## config.mk

```make
export PLATFORM = sky130hd
export DESIGN_NAME = truth_table_capture
export DESIGN_NICKNAME = d
export VERILOG_FILES = /design/src/rtl/truth_table_capture.sv
export SDC_FILE = /design/constraint.sdc
export NUM_CORES = 1
export LEC_CHECK = 0
export ABC_AREA = 1
export ABC_CLOCK_PERIOD_IN_PS = 1600
export BUFFER_PORTS_ARGS = -buffer_cell sky130_fd_sc_hd__buf_2
export CORE_MARGIN = 4
export CORE_UTILIZATION = 50
export DETAILED_ROUTE_END_ITERATION = 8
export PLACE_DENSITY = 0.73
export SETUP_SLACK_MARGIN = 0.05
export SLEW_MARGIN = 0
export SYNTH_ARGS = -nofsm -noshare
export SYNTH_HDL_FRONTEND = slang
export SYNTH_SLANG_ARGS = --single-unit
```

## constraint.sdc

```tcl
create_clock -name clk -period 1.6 [get_ports clk]
set_input_delay 0.08 -clock clk [delete_from_list [all_inputs] [get_ports clk]]
set_output_delay 0.08 -clock clk [all_outputs]
set_load 0.02 [all_outputs]
```

## src/rtl/truth_table_capture.sv

```systemverilog
// truth_table_capture: drives {x,y,z} through 0..7, captures s per vector and checks it against EXPECTED.
// Define CAPTURE_SETTLE_EN to hold each vector SETTLE_CYCLES cycles; by default each vector lasts one cycle.
module truth_table_capture #(
    parameter logic [7:0] EXPECTED      = 8'h44,
    parameter int         SETTLE_CYCLES = 2
) (
    input  logic       clk,
    input  logic       rst_n,
    input  logic       start,
    input  logic       s,
    output logic       x,
    output logic       y,
    output logic       z,
    output logic       busy,
    output logic       done,
    output logic [7:0] table_out,
    output logic       pass,
    output logic [2:0] first_bad
);
    typedef enum logic [1:0] {IDLE, HOLD, SAMPLE, DONE} state_t;
    state_t     state, next_state;
    logic [2:0] idx;
    logic       bad_seen;
    logic       miss;
    logic       hold_end;
`ifdef CAPTURE_SETTLE_EN
    localparam state_t     FIRST     = (SETTLE_CYCLES > 1) ? HOLD : SAMPLE;
    localparam logic [3:0] LAST_HOLD = 4'(SETTLE_CYCLES - 2);
    logic [3:0] cnt;
    // cnt counts HOLD cycles of the current vector; SAMPLE supplies the final one
    always_ff @(posedge clk) begin
        if (!rst_n || state != HOLD)
            cnt <= 4'd0;
        else
            cnt <= cnt + 4'd1;
    end
    assign hold_end = cnt == LAST_HOLD;
`else
    localparam state_t FIRST = SAMPLE;
    logic unused_settle;
    assign unused_settle = |SETTLE_CYCLES;
    assign hold_end      = 1'b1;
`endif
    assign miss      = s != EXPECTED[idx];
    assign {x, y, z} = idx;
    always_ff @(posedge clk) begin
        if (!rst_n)
            state <= IDLE;
        else
            state <= next_state;
    end
    always_comb begin
        next_state = state;
        case (state)
            IDLE:    next_state = start ? FIRST : IDLE;
            HOLD:    next_state = hold_end ? SAMPLE : HOLD;
            SAMPLE:  next_state = (idx == 3'd7) ? DONE : FIRST;
            default: next_state = IDLE;
        endcase
    end
    always_comb begin
        busy = state == HOLD || state == SAMPLE;
        done = state == DONE;
    end
    always_ff @(posedge clk) begin
        if (!rst_n) begin
            idx       <= 3'd0;
            table_out <= 8'h00;
            pass      <= 1'b0;
            first_bad <= 3'd0;
            bad_seen  <= 1'b0;
        end else if (state == IDLE && start) begin
            idx       <= 3'd0;
            table_out <= 8'h00;
            pass      <= 1'b0;
            first_bad <= 3'd0;
            bad_seen  <= 1'b0;
        end else if (state == SAMPLE) begin
            table_out[idx] <= s;
            if (miss && !bad_seen) begin
                first_bad <= idx;
                bad_seen  <= 1'b1;
            end
            // idx stays at 7 after the last sample so the stimulus rests at 3'b111
            if (idx == 3'd7)
                pass <= !bad_seen && !miss;
            else
                idx <= idx + 3'd1;
        end
    end
endmodule

```

== After elaboration in Yosys (flattened, before gate mapping) ==
Memories as Yosys holds them, arrays and structs flattened. A register that Yosys moved wholly into a read port is not among the register bits.
Index checks and enable logic that the tools add are counted.
Storage, ports and cells
  register bits: 18
  input port bits: 4
  logic and storage cells: 38
  memories: 1
  memory bits (read-only): 8
Memory list
  (name not given): depth 8, bits a word 1, read ports 1, clocked after memory_dff 1, write ports 0, line 44  | assign miss = s != EXPECTED[idx];
Operators by class
  mux-type cells: 9
  reduce and logical (&&, ||, !) cells: 12
  magnitude comparators: 2
  bitwise operators: 2
  add/sub/neg operators: 1
  equal/unequal tests: 5
Operators with widths (number)
  $bwmux 8: 1
  $mux 3: 2
  $pmux 2 s3: 1
  $reduce_and 2->1: 3
  $eq 2x2->1 const B: 2
  $logic_and 1x1->1: 4
  $lt 3x4->1 const B: 1
  $add 3x1->3 const B: 1
  $demux 1 s3: 1
  $eq 3x3->1 const B: 1
  $ge 3x1->1 const B: 1
  $mux 1: 3
  $eq 2x1->1 const B: 1
  $logic_not 1->1: 2
  $logic_not 2->1: 1
  $mux 2: 1
  $not 1->1: 2
  $reduce_or 2->1: 1
  $logic_or 1x1->1: 1
  $ne 1x1->1: 1

== Logic depth before layout (Yosys ltp) ==
Gate-level depths: netlist of run 1.
  depth in word-level cells: 5
  mapped depth: 8
  gate-level depth less buffers: 8

== Least setup slack after synthesis of run 1 ==
Ideal clock, no wire load.
  kind: register to register
  start: register idx[1]
  end: register idx[0]
  buffers on the path: 0
  arrival time: 1.230 ns
  slack: 0.255 ns
  period minus slack after synthesis: 1.345 ns
  stages on the path, launching flop included: 7
  required time: 1.485 ns
  cells stage by stage: dfxtp_1 -> ha_1 -> ha_1 -> inv_1 -> nand2_1 -> xor2_1 -> and2_1
On the way
  word-level cells in the longest chain between the ends: 3
RTL lines
  start, declared: line 22  | logic [2:0] idx;
  start signal, assigned: line 88  | idx <= idx + 3'd1;
  $eq 3x3->1: line 85  | if (idx == 3'd7)
  $not 1->1 (no source line)
  $reduce_and 2->1 (no source line)
No other way between the ends.
A chain may end at the register's enable or synchronous reset.

== Final worst setup path of run 1 ==
Ends and elaborated chain as after synthesis.

==> results of run 1 <==
==> per-stage QoR <==
stage / area [µm²] / util, %
2_1_floorplan: 866 / -
3_3_place_gp: 975 / 61.8
3_5_place_dp: 975 / 61.8
4_1_cts: 1000 / 63.6
5_1_grt: 1000 / 63.6
6_report: 1000 / 63.6
==> worst register-to-register path: stages (launching register included) <==
cell	delay (ps)
dfxtp_1	380
ha_1	220
ha_1	190
inv_1	50
nand2_1	110
xor2_1	190
and2_1	150
==> logic make-up (layout without fill, tap and decap cells) <==
kind of cell / count (synthesis) / in the layout / share of synthesized area (%)
compound gates: 18 / 18 / 10.4
simple gates: 55 / 55 / 27.9
xor+xnor: 1 / 1 / 1.01
buf+inv: 20 / 43 / 9.54
fa+ha+maj: 5 / 5 / 7.23
flops: 19 / 19 / 43.9
==> flip-flops by register name, summed over array words and instances (netlist names), named ones only <==
signal	flops
idx	3
pass	1
state	2
table_out	8
bad_seen	1
first_bad	3
==> synth_stat cells <==
cell      n  area, µm²
a21oi_1  12       60.1
and2_1    1       6.26
buf_6     1       11.3
dfxtp_1  19        380
ha_1      5       62.6
inv_1    17       63.8
inv_2     2       7.51
nand2_1  22       82.6
nand2_2   4       25.0
nand3_1   9       45.0
nor2_1   15       56.3
nor2_4    1       11.3
nor3_1    3       15.0
o21ai_0   6       30.0
xor2_1    1       8.76
==> final cells by class <==
type / count / share of cell area, %
tap: 16 / 2.00
clock inverter: 1 / 0.499
clock buffer: 3 / 2.25
timing repair buffer: 20 / 9.99
inverter: 19 / 7.12
sequential: 19 / 38.0
multi-input combinational: 79 / 40.2
==> metal layers <==
| layer | wire length, µm | GRT usage, % |
|---|---|---|
| met5 | 0 | 0 |
| met4 | 43 | 9.68 |
| met3 | 115 | 6.93 |
| met2 | 827 | 26.0 |
| met1 | 798 | 17.0 |
==> power by group <==
| part | internal (mW) | switching (mW) | leakage, nW |
|---|---|---|---|
| combinational | 0.0424 | 0.0920 | 0.350 |
| clock | 0.0935 | 0.155 | 0.0177 |
| sequential | 0.487 | 0.0122 | 0.154 |
| total | 0.623 | 0.260 | 0.522 |
==> worst max path at each step <==
| stage | from | to | slack, ps | cells past startpoint |
|---|---|---|---|---|
| 2_1_floorplan | idx[1]$_SDFFE_PN0P_ | idx[0]$_SDFFE_PN0P_ | 260 | 6 |
| 3_3_place_gp | idx[1]$_SDFFE_PN0P_ | idx[0]$_SDFFE_PN0P_ | 320 | 6 |
| 3_5_place_dp | idx[1]$_SDFFE_PN0P_ | idx[0]$_SDFFE_PN0P_ | 250 | 6 |
| 4_1_cts | idx[1]$_SDFFE_PN0P_ | idx[0]$_SDFFE_PN0P_ | 220 | 6 |
| 5_1_grt | idx[1]$_SDFFE_PN0P_ | idx[0]$_SDFFE_PN0P_ | 110 | 6 |
| 6_report | idx[1]$_SDFFE_PN0P_ | idx[0]$_SDFFE_PN0P_ | 220 | 6 |
==> flow_metrics.tcl, run 1 <==
set metrics [dict create \
    outcome "complete, no violations" \
    clk-insertion-delay-late_ps 310 \
    globalRouteOverflowTotal 0 \
    cts_setup_buffers 0 \
    yosys.cell_types.count 15 \
    hold_path_startpoint "rst_n" \
    maxCapViolations 0 \
    clk_transition_reported_paths_ps 110 \
    area.sequential_um2 380 \
    critical_path_buf_inv_count 1 \
    totalWireLength_um 1780 \
    routed_via_density 5.00 \
    die_height_um 49.6 \
    synth_seq_area_share_pct 43.9 \
    ys_ff_latch 19 \
    post_layout_nonfiller_instances 157 \
    ctsHoldBuffers 0 \
    io_pins 21 \
    syn-instance-count 118 \
    die_x_um 49.6 \
    worstHoldPathCells 3 \
    slowest_stage "dfxtp_1" \
    std_cell_rows 14 \
    crit_path_cell_trace "ha_1 -> ha_1 -> inv_1 -> nand2_1 -> xor2_1 -> and2_1" \
    pin_count_of_the_biggest_net_entering_global_routing 12 \
    htree_levels 1 \
    worst_r2r_path_depth 6 \
    setup_tns_ps 0 \
    worstPathArrival_ps 1600 \
    hpwlAfterDp_um 1400 \
    grt_antenna_before_repair 0 \
    postRouteAntennaNets 0 \
    setup_slack_of_the_worst_register_to_register_path_ps 220 \
    starting_density_of_the_core_pct 54.9 \
    drt_pre_antenna_iters 4 \
    area_of_the_placeable_core_mm2 0.00158 \
    max_slew.worst_pin.slew_ps 230 \
    drtIter0Drc 16 \
    cp-start-kind "flop" \
    mappedNetlistArea_um2 866 \
    finalHoldWorstSlack_ps 30.1 \
    power.ir.vdd_worst_uv 579 \
    grt_pass1_vias 711 \
    antenna_cells_inserted 0 \
    critical_path.reg2reg.startpoint "idx[1]$_SDFFE_PN0P_" \
    worst_ep_required_time_ps 1810 \
    final_max_slew_viol_count 0 \
    post_synth.cell_area_avg_um2 7.34 \
    filler_cell_count 136 \
    place_inst 153 \
    numClockSinks 19 \
    hold_path_class "in -> reg" \
    final_net_count 151 \
    ff_to_ff_end "idx[0]$_SDFFE_PN0P_" \
    fin_ws_ps 215 \
    cp_max_fo 6 \
    buffer_ports.inserted 20 \
    timing.fmax_mhz 722 \
    multi_input_area_um2 403 \
    tritoncts_clock_tree "done" \
    max-clock-path-buffers 2 \
    timing.final.crit_period_ps 1380 \
    timing.final.setup_violations 0 \
    cp_top_family "adder cells" \
    critical-path-max-stage-delay_ps 380 \
    post-place-ws_ps 250 \
    global_route_wire_length_before_repair_um 2970 \
    via_count 785 \
    rsz0062_at_grt "no" \
    report.final.hold_viol_count 0 \
    dieArea_mm2 0.00246 \
    grt.total_usage_pct 16.0 \
    worst_clock_skew_ps 5.58 \
    area_delta_synth_final_pct 15.8 \
    fin_crit_sh_pct 86.5 \
    timing.critical_path.to_type "flop" \
    synth.net_count 127 \
    cellPowerDensity_mw_per_mm2 881 \
    critPathMostFrequentCell "ha_1" \
    route.detailed.drc 0 \
    post_cts_resize_count 0 \
    ys.warnings.count 0 \
    routedWlPerCell_um 11.4 \
    drive_gt1_share_pct 22.0 \
    layout_common_cells "nand2_1, buf_2, dfxtp_1" \
    layout_commonest_cell "nand2_1" \
    worst-setup-path-type "reg -> reg" \
    power_leakage_nw 0.522 \
    clock_tree.root_cell "clkbuf_4" \
    cts_buffers 3 \
    maxSlewHeadroom_pct 84.6 \
    min_to "state[0]$_SDFF_PN0_" \
    place_congestion 0.844 \
    totalPowerFinal_uw 883 \
]
Note: power is estimated with default switching activity, not from simulation.
==> inputs of run 2 (changes only) <==
CELL_PAD_IN_SITES_DETAIL_PLACEMENT = 1   (was unset)
CELL_PAD_IN_SITES_GLOBAL_PLACEMENT = 2   (was unset)
CORE_UTILIZATION = 28   (was 50)
PLACE_DENSITY = 0.74   (was 0.73)
==> flow_metrics.tcl, run 2 (synthesis gave the netlist of run 1 again) <==
set metrics [dict create \
    post_layout_nonfiller_instances 172 \
    timing.final.setup_violations 0 \
    globalRouteOverflowTotal 0 \
    buffer_ports.inserted 20 \
    area_delta_synth_final_pct 17.8 \
    global_route_wire_length_before_repair_um 3840 \
    largest_register_ffs 8 \
    power.ir.vdd_worst_uv 454 \
    numClockSinks 19 \
    tritoncts_clock_tree "done" \
    timing.final.crit_period_ps 1360 \
    via_count 819 \
    die_height_um 63.6 \
    area_of_the_placeable_core_mm2 0.00285 \
    hold_path_class "in -> reg" \
    antenna_cells_inserted 0 \
    post-route-util_pct 35.7 \
    drive_gt1_share_pct 21.3 \
    drt_pre_antenna_iters 3 \
    cellPowerDensity_mw_per_mm2 877 \
    pin_count_of_the_biggest_net_entering_global_routing 11 \
    worst_ep_required_time_ps 1810 \
    place_inst 168 \
    routedWlPerCell_um 12.5 \
    worst_clock_skew_ps 5.74 \
    setup_tns_ps 0 \
    biggestRegsByFlops "table_out x8, first_bad x3, idx x3" \
    clk_transition_reported_paths_ps 120 \
    timing.critical_path.to_type "flop" \
    grt.total_usage_pct 11.9 \
    final_net_count 151 \
    layout_common_cells "nand2_1, buf_2, dfxtp_1" \
    cts_setup_buffers 0 \
    filler_cell_count 359 \
    place_area_um2 993 \
    power_leakage_nw 0.520 \
    report.final.hold_viol_count 0 \
    cts_buffers 3 \
    clock_tree.root_cell "clkbuf_4" \
    worstPathArrival_ps 1570 \
    io_pins 21 \
    clk-insertion-delay-late_ps 300 \
    hpwlAfterDp_um 1710 \
    layout_commonest_cell "nand2_1" \
    timing.fmax_mhz 734 \
    place_congestion 0.720 \
    routed_via_density 4.76 \
    max_flop_register "table_out" \
    maxCapViolations 0 \
    starting_density_of_the_core_pct 30.4 \
    cp-start-kind "flop" \
    htree_levels 1 \
    totalWireLength_um 2150 \
    final_max_slew_viol_count 0 \
    postRouteAntennaNets 0 \
    route.detailed.drc 0 \
    maxSlewHeadroom_pct 83.9 \
    rsz0062_at_grt "no" \
    max_slew.worst_pin.slew_ps 240 \
    grt_pass1_vias 868 \
    die_x_um 63.6 \
    post-place-ws_ps 235 \
    fin_ws_ps 237 \
    drtIter0Drc 18 \
    outcome "complete, no violations" \
    post_cts_resize_count 0 \
    ctsHoldBuffers 0 \
    worst-setup-path-type "reg -> reg" \
    max-clock-path-buffers 2 \
    fin_crit_sh_pct 85.2 \
    dieArea_mm2 0.00405 \
    grt_antenna_before_repair 0 \
    finalInstanceArea_mm2 0.00102 \
    std_cell_rows 19 \
    cp_max_fo 6 \
]
run 2: cell type report:
class                   count  area, µm²  area share, %
inverters                  19       71.3           6.99
repair buffers             20        100           9.82
well taps                  31       38.8           3.80
multi-input cells          79        403           39.5
flip-flops and latches     19        380           37.3
clock buffers               4       26.3           2.58
run 2: worst paths after layout:
path                                                 from                   endpoint  slack, ps  cells after the start
worst max-delay path                  idx[1]$_SDFFE_PN0P_        idx[0]$_SDFFE_PN0P_        240                      6
worst min-delay path                                rst_n        state[0]$_SDFF_PN0_         40                      3
worst max register to register        idx[1]$_SDFFE_PN0P_        idx[0]$_SDFFE_PN0P_        240                      6
worst min register to register  table_out[1]$_SDFFE_PN0P_  table_out[1]$_SDFFE_PN0P_        470                      2
run 2: report_power, final:
| group | leakage, nW | switching, mW | internal (mW) |
|---|---|---|---|
| combinational | 0.350 | 0.0952 | 0.0426 |
| clock | 0.0150 | 0.159 | 0.0971 |
| sequential | 0.154 | 0.0130 | 0.488 |
run 2: metal layers:
| metal | vias to the layer above | track usage (%) | share of wire [%] |
|---|---|---|---|
| met5 | - | 0 | 0 |
| met4 | 0 | 4.85 | 0.51 |
| met3 | 2 | 2.66 | 3.5 |
| met2 | 11 | 20.7 | 47 |
| met1 | 385 | 13.8 | 48 |
| li1 | 421 | - | - |
run 2: per-stage QoR:
stage / hold WS (ps) / total power, mW
finish: 41.1 / 0.894
global route: 65.9 / 0.942
CTS: 32.8 / 0.907
detailed placement: 363 / 0.653
global placement: 365 / 0.648
floorplan: 220 / 0.610
run 2: critical path, cell delays in order, from the launching register on:
cell and delay, ps:
dfxtp_1 380, ha_1 220, ha_1 200, inv_1 50, nand2_1 110, xor2_1 180, and2_1 140
